$ cat src/rtl/fp_vector_runner.sv
// fp_vector_runner: on-chip sequencer that replays {A, B, expected} vectors from a
// synchronous ROM through an external FP adder and tallies bit-exact mismatches.
module fp_vector_runner #(
    parameter int NUM    = 10,
    parameter int ADDR_W = 4,
    parameter int LAT    = 2,
    parameter int NAN_EQ = 0
) (
    input  logic              clk,
    input  logic              reset,
    input  logic              start,
    output logic [ADDR_W-1:0] vec_addr,
    input  logic [95:0]       vec_data,
    output logic [31:0]       reg_A,
    output logic [31:0]       reg_B,
    input  logic [31:0]       out,
    output logic              busy,
    output logic              done,
    output logic              pass,
    output logic [15:0]       err_count,
    output logic [ADDR_W-1:0] first_err_idx,
    output logic [31:0]       first_err_got
);
    localparam int CW = $clog2(LAT + 1);

    typedef enum logic [2:0] {IDLE, FETCH, LOAD, WAIT, CHECK, DONE} state_t;

    state_t            r_state;
    logic [CW-1:0]     r_cnt;
    logic [31:0]       r_exp;
    logic [ADDR_W-1:0] r_idx;

    logic        w_nan_out, w_nan_exp, w_match, w_last;
    logic [15:0] w_err_next;

    assign w_nan_out  = (out[30:23] == 8'hFF) && (out[22:0] != 23'd0);
    assign w_nan_exp  = (r_exp[30:23] == 8'hFF) && (r_exp[22:0] != 23'd0);
    assign w_match    = (out == r_exp) || ((NAN_EQ != 0) && w_nan_out && w_nan_exp);
    assign w_last     = r_idx == ADDR_W'(NUM - 1);
    assign w_err_next = (err_count == 16'hFFFF) ? err_count : err_count + 16'd1;
    assign vec_addr   = r_idx;

    always_ff @(posedge clk or negedge reset) begin
        if (!reset) begin
            r_state       <= IDLE;
            r_cnt         <= '0;
            r_exp         <= '0;
            r_idx         <= '0;
            reg_A         <= '0;
            reg_B         <= '0;
            busy          <= 1'b0;
            done          <= 1'b0;
            pass          <= 1'b0;
            err_count     <= '0;
            first_err_idx <= '0;
            first_err_got <= '0;
        end else begin
            case (r_state)
                IDLE, DONE: if (start) begin
                    r_state       <= FETCH;
                    r_idx         <= '0;
                    busy          <= 1'b1;
                    done          <= 1'b0;
                    pass          <= 1'b0;
                    err_count     <= '0;
                    first_err_idx <= '0;
                    first_err_got <= '0;
                end
                FETCH: r_state <= LOAD;
                LOAD: begin
                    reg_A   <= vec_data[95:64];
                    reg_B   <= vec_data[63:32];
                    r_exp   <= vec_data[31:0];
                    r_cnt   <= CW'(LAT);
                    r_state <= WAIT;
                end
                WAIT: begin
                    r_cnt <= r_cnt - 1'b1;
                    if (r_cnt == CW'(1)) r_state <= CHECK;
                end
                CHECK: begin
                    // a zero count means no earlier failure, since the count saturates
                    if (!w_match) begin
                        err_count <= w_err_next;
                        if (err_count == 16'd0) begin
                            first_err_idx <= r_idx;
                            first_err_got <= out;
                        end
                    end
                    if (w_last) begin
                        r_state <= DONE;
                        busy    <= 1'b0;
                        done    <= 1'b1;
                        pass    <= w_match && (err_count == 16'd0);
                    end else begin
                        r_idx   <= r_idx + 1'b1;
                        r_state <= FETCH;
                    end
                end
                default: r_state <= IDLE;
            endcase
        end
    end
endmodule

$ cat config.mk
export PLATFORM = sky130hd
export DESIGN_NAME = fp_vector_runner
export DESIGN_NICKNAME = d
export VERILOG_FILES = /design/src/rtl/fp_vector_runner.sv
export SDC_FILE = /design/constraint.sdc
export NUM_CORES = 1
export LEC_CHECK = 0
export ABC_AREA = 1
export CAP_MARGIN = 5
export CORE_MARGIN = 2
export CORE_UTILIZATION = 42
export DETAILED_ROUTE_END_ITERATION = 12
export PLACE_DENSITY = 0.79
export SYNTH_ARGS = -nofsm -noshare
export SYNTH_HDL_FRONTEND = slang
export SYNTH_SLANG_ARGS = --single-unit
$ cat constraint.sdc
create_clock -name clk -period 1.7 [get_ports clk]
set_input_delay 0.34 -clock clk [delete_from_list [all_inputs] [get_ports clk]]
set_output_delay 0.34 -clock clk [all_outputs]
set_load 0.01 [all_outputs]
==> results of run 1 <==
cells in the final DEF (no fill, tap or decap), types with 4 or more instances in the layout:
master	synthesis	layout
inv_6	0	4
xor2_1	5	5
nand2_1	201	191
nand3_2	1	4
inv_2	2	4
clkdlybuf4s50_1	0	159
dfrtp_1	160	157
nand2_2	1	9
xnor2_1	14	13
a21oi_1	25	23
buf_4	0	69
nand3_1	67	62
buf_12	0	9
buf_6	4	6
mux2_2	80	80
inv_1	76	74
dlygate4sd2_1	0	43
nor2_2	4	8
o21ai_0	12	11
dlymetal6s2s_1	0	50
ha_1	5	4
nor3_1	10	10
clkbuf_16	0	17
nor2_1	93	86
nor2_4	2	5
routing by layer:
layer	track usage (%)	routed length [um]
met1	27.98	8647
met4	8.419	492
met2	38.25	10770
met3	8.278	1870
met5	0	0
Yosys cell counts:
cell type,number,area [um^2]
clkinv_4,1,8.760
xor2_1,5,43.79
o22ai_1,2,12.51
ha_1,5,62.56
buf_2,18,90.09
a21oi_1,25,125.1
inv_1,76,285.3
xnor2_1,14,122.6
nand2_2,1,6.260
mux2_2,80,900.9
o21bai_1,1,7.510
inv_2,2,7.510
nor2_1,93,349.1
nor3_1,10,50.05
a31oi_4,1,21.27
buf_6,4,45.04
nor2_2,4,25.02
a211oi_1,1,7.510
nand2_1,201,754.5
nand4_1,3,18.77
nand2_4,2,22.52
dfrtp_1,160,4004
nand3b_1,1,7.510
o21ai_0,12,60.06
buf_1,4,15.01
nand3_4,1,17.52
or2_2,2,12.51
nand3_1,67,335.3
nor2_4,2,22.52
clkbuf_1,4,15.01
nand3_2,1,10.01
logic make-up (layout without fill, tap and decap cells):
family          Yosys count  after routing  share of synthesized area [%]
compound gates           42             42                          3.134
xor+xnor                 19             19                          2.229
fa+ha+maj                 5              5                         0.8379
buf+inv                 109            449                          6.251
flops                   160            160                          53.63
mux                      80             80                          12.07
simple gates            388            389                          21.85
sequential cells by signal, indices dropped and copies added (netlist names):
signal,cells
done,1
pass,1
first_err_idx,4
first_err_got,32
vec_addr,4
r_cnt,2
reg_A,32
r_state,3
r_exp,32
reg_B,32
err_count,16
busy,1
layout make-up:
| cell class | count | area, um^2 |
|---|---|---|
| Fill cell | 1311 | 5614 |
| Sequential cell | 160 | 4008 |
| Timing Repair Buffer | 338 | 3385 |
| Multi-Input combinational cell | 535 | 3159 |
| Clock buffer | 18 | 439.2 |
| Inverter | 79 | 301.5 |
| Tap cell | 225 | 281.5 |
| Clock inverter | 14 | 168.9 |
what timing repair did:
item                                    4_1_cts  5_1_grt
hold endpoints to repair                     36        0
resized for setup                            55       81
pin swaps                                     6        4
setup buffers                                10        3
cloned                                        0        1
endpoints found under the setup margin       96      109
hold buffers                                  1        0
where the power goes:
part	leakage (nW)	switching, mW	total (mW)	internal (mW)
registers	1.98	0.794	6.04	5.24
clock network	0.290	1.69	3.94	2.25
logic	4.02	3.40	7.35	3.95
final timing paths:
kind	start	endpoint	slack [ns]	cells after the start
max in group asynchronous	reset	r_exp[30]	0.68	3
min	reset	err_count[10]	0.41	2
min in group clk	first_err_got[20]	first_err_got[20]	0.47	2
max	err_count[1]	err_count[0]	-0.05	13
min reg2reg	first_err_got[20]	first_err_got[20]	0.47	2
max reg2reg	err_count[1]	err_count[0]	-0.05	13
per-stage QoR:
| step | cell area (um^2) | hold WS (ns) |
|---|---|---|
| 4_1_cts | 11460 | 0.4029 |
| 3_5_place_dp | 10780 | 0.2891 |
| 5_1_grt | 11740 | 0.4346 |
| 6_report | 11740 | 0.4081 |
| 2_1_floorplan | 7481 | 0.04441 |
| 3_3_place_gp | 10780 | 0.2845 |
==> results.md, run 1 <==
* Status: finished, violations left
* Failing checks: negative setup slack
* LEAKAGE at approximately 6.3 nW
* Sinks on the clock net at 160
* Clk_skew at approximately 0.0085 ns
* H-tree level count at 4
* Worst Path Required at roughly 2.1 ns
* CP max FO at 8
* CP delay by family, top: simple AND/OR/NAND/NOR gates
* Crit path time final at around 1.7 ns
* MaxCap Viol Count at 0
* Critical-path cell list: buf_6 > ha_4 > nand2_2 > inv_2 > nand3_2 > nor2_2 > nand3b_1 > nor2_2 > nor2_4 > buf_4 > nand2_8 > nand2_1 > nand2_1
* Place WS at -0.5348 ns
* GRT overflow at 0
* Global-route wire length before repair at around 33000 um
* Post-Syn Nets at around 940
* Maximum vdd ir drop at between 1000 and 1500 uV
* Post-DR vias/cell at approximately 4.8
* Max-slew violations at 0
* CP max stage delay at approximately 0.38 ns
* Share of cells above drive strength 1 at 21.50%
* Synthesized area at roughly 0.0075 mm^2
* GRT Total Usage at a little under a quarter
* Yosys reg bits at between 150 and 200
* Via count at 6624
* Clk pin slew, worst setup/hold paths at about 0.07 ns
* Number of global-route vias before repair at between 6000 and 7000
* Die X-Extent at roughly 140 um
* DP HPWL at 16130 um
* Clock Latency Late Sink at ~0.43 ns
* Pre-Repair DR Iteration Count at 5
* Yosys cell types at 31
* WP buf/inv at 3
* Worst relative slew slack at between 70% and 80%
* Setup TNS at -0.1871 ns
* P&R area growth vs syn at 57.28%
* Setup CP Type: flip-flop to flip-flop
* Die area at 0.01886 mm^2
* Post-Place Cells at around 1300
* Cts bufs inserted at 17
* Clk buf depth at 2
* CP arrival at approximately 2.1 ns
* Gp weighted congestion at between 0.8 and 0.9
* ANT nets after route at 0
* Syn_area_per_cell at ~9.3 um^2
* Drt drc at 0
* Final setup vio count at 11
* Worst path slowest cell: dfrtp_1
* Row cnt at 48
* Hold crit path type: primary input to asynchronous set/reset pin
* Final WL at roughly 22000 um
* Root Buffer: clkbuf_16
* Die height at around 140 um
* Post-layout net count at about 1300
* Boundary pin count at around 250
* Tot Pwr at 17.33 mW
* Pwr dens at 1476 mW/mm^2
* Worst-margin pin slew at about 0.42 ns
* Worst Setup End Kind: flip-flop
* Fmax at around 0.57 GHz
* YS warnings at 0
* Iter 0 DRT Violations at 315
* Final core utilization at between 60% and 70%
* Initial antenna violation count at 0
* Final Cycle Share at 102.8%
* Finished Layout Cells at 1369
* CTS tree: yes
* Antenna diodes at 0
* Setup crit start kind: flip-flop
* Wire per inst at 15.91 um
* Cell count after synthesis at 803
* Port Buffer Count at 253
* Core Box Area at around 0.017 mm^2
* Pin count of the biggest net entering global routing at 62
* Seq/Total Area, Yosys at 53.63%
* Setup ws final at -0.04708 ns
* Final hold violation count at 0
* RSZ-0062 raised after global routing: true
* Initial core utilization at 43.01%
Note: power is estimated with default switching activity, not from simulation.
==> inputs of run 2 (changes only) <==
--- a/config.mk
+++ b/config.mk
@@ -6,6 +6,7 @@
 export NUM_CORES = 1
 export LEC_CHECK = 0
 export ABC_AREA = 1
+export ABC_CLOCK_PERIOD_IN_PS = 1700
 export CAP_MARGIN = 5
 export CORE_MARGIN = 2
 export CORE_UTILIZATION = 42
==> results of run 2 <==
The final DEF is identical to that of run 1; final timing and power are the same.
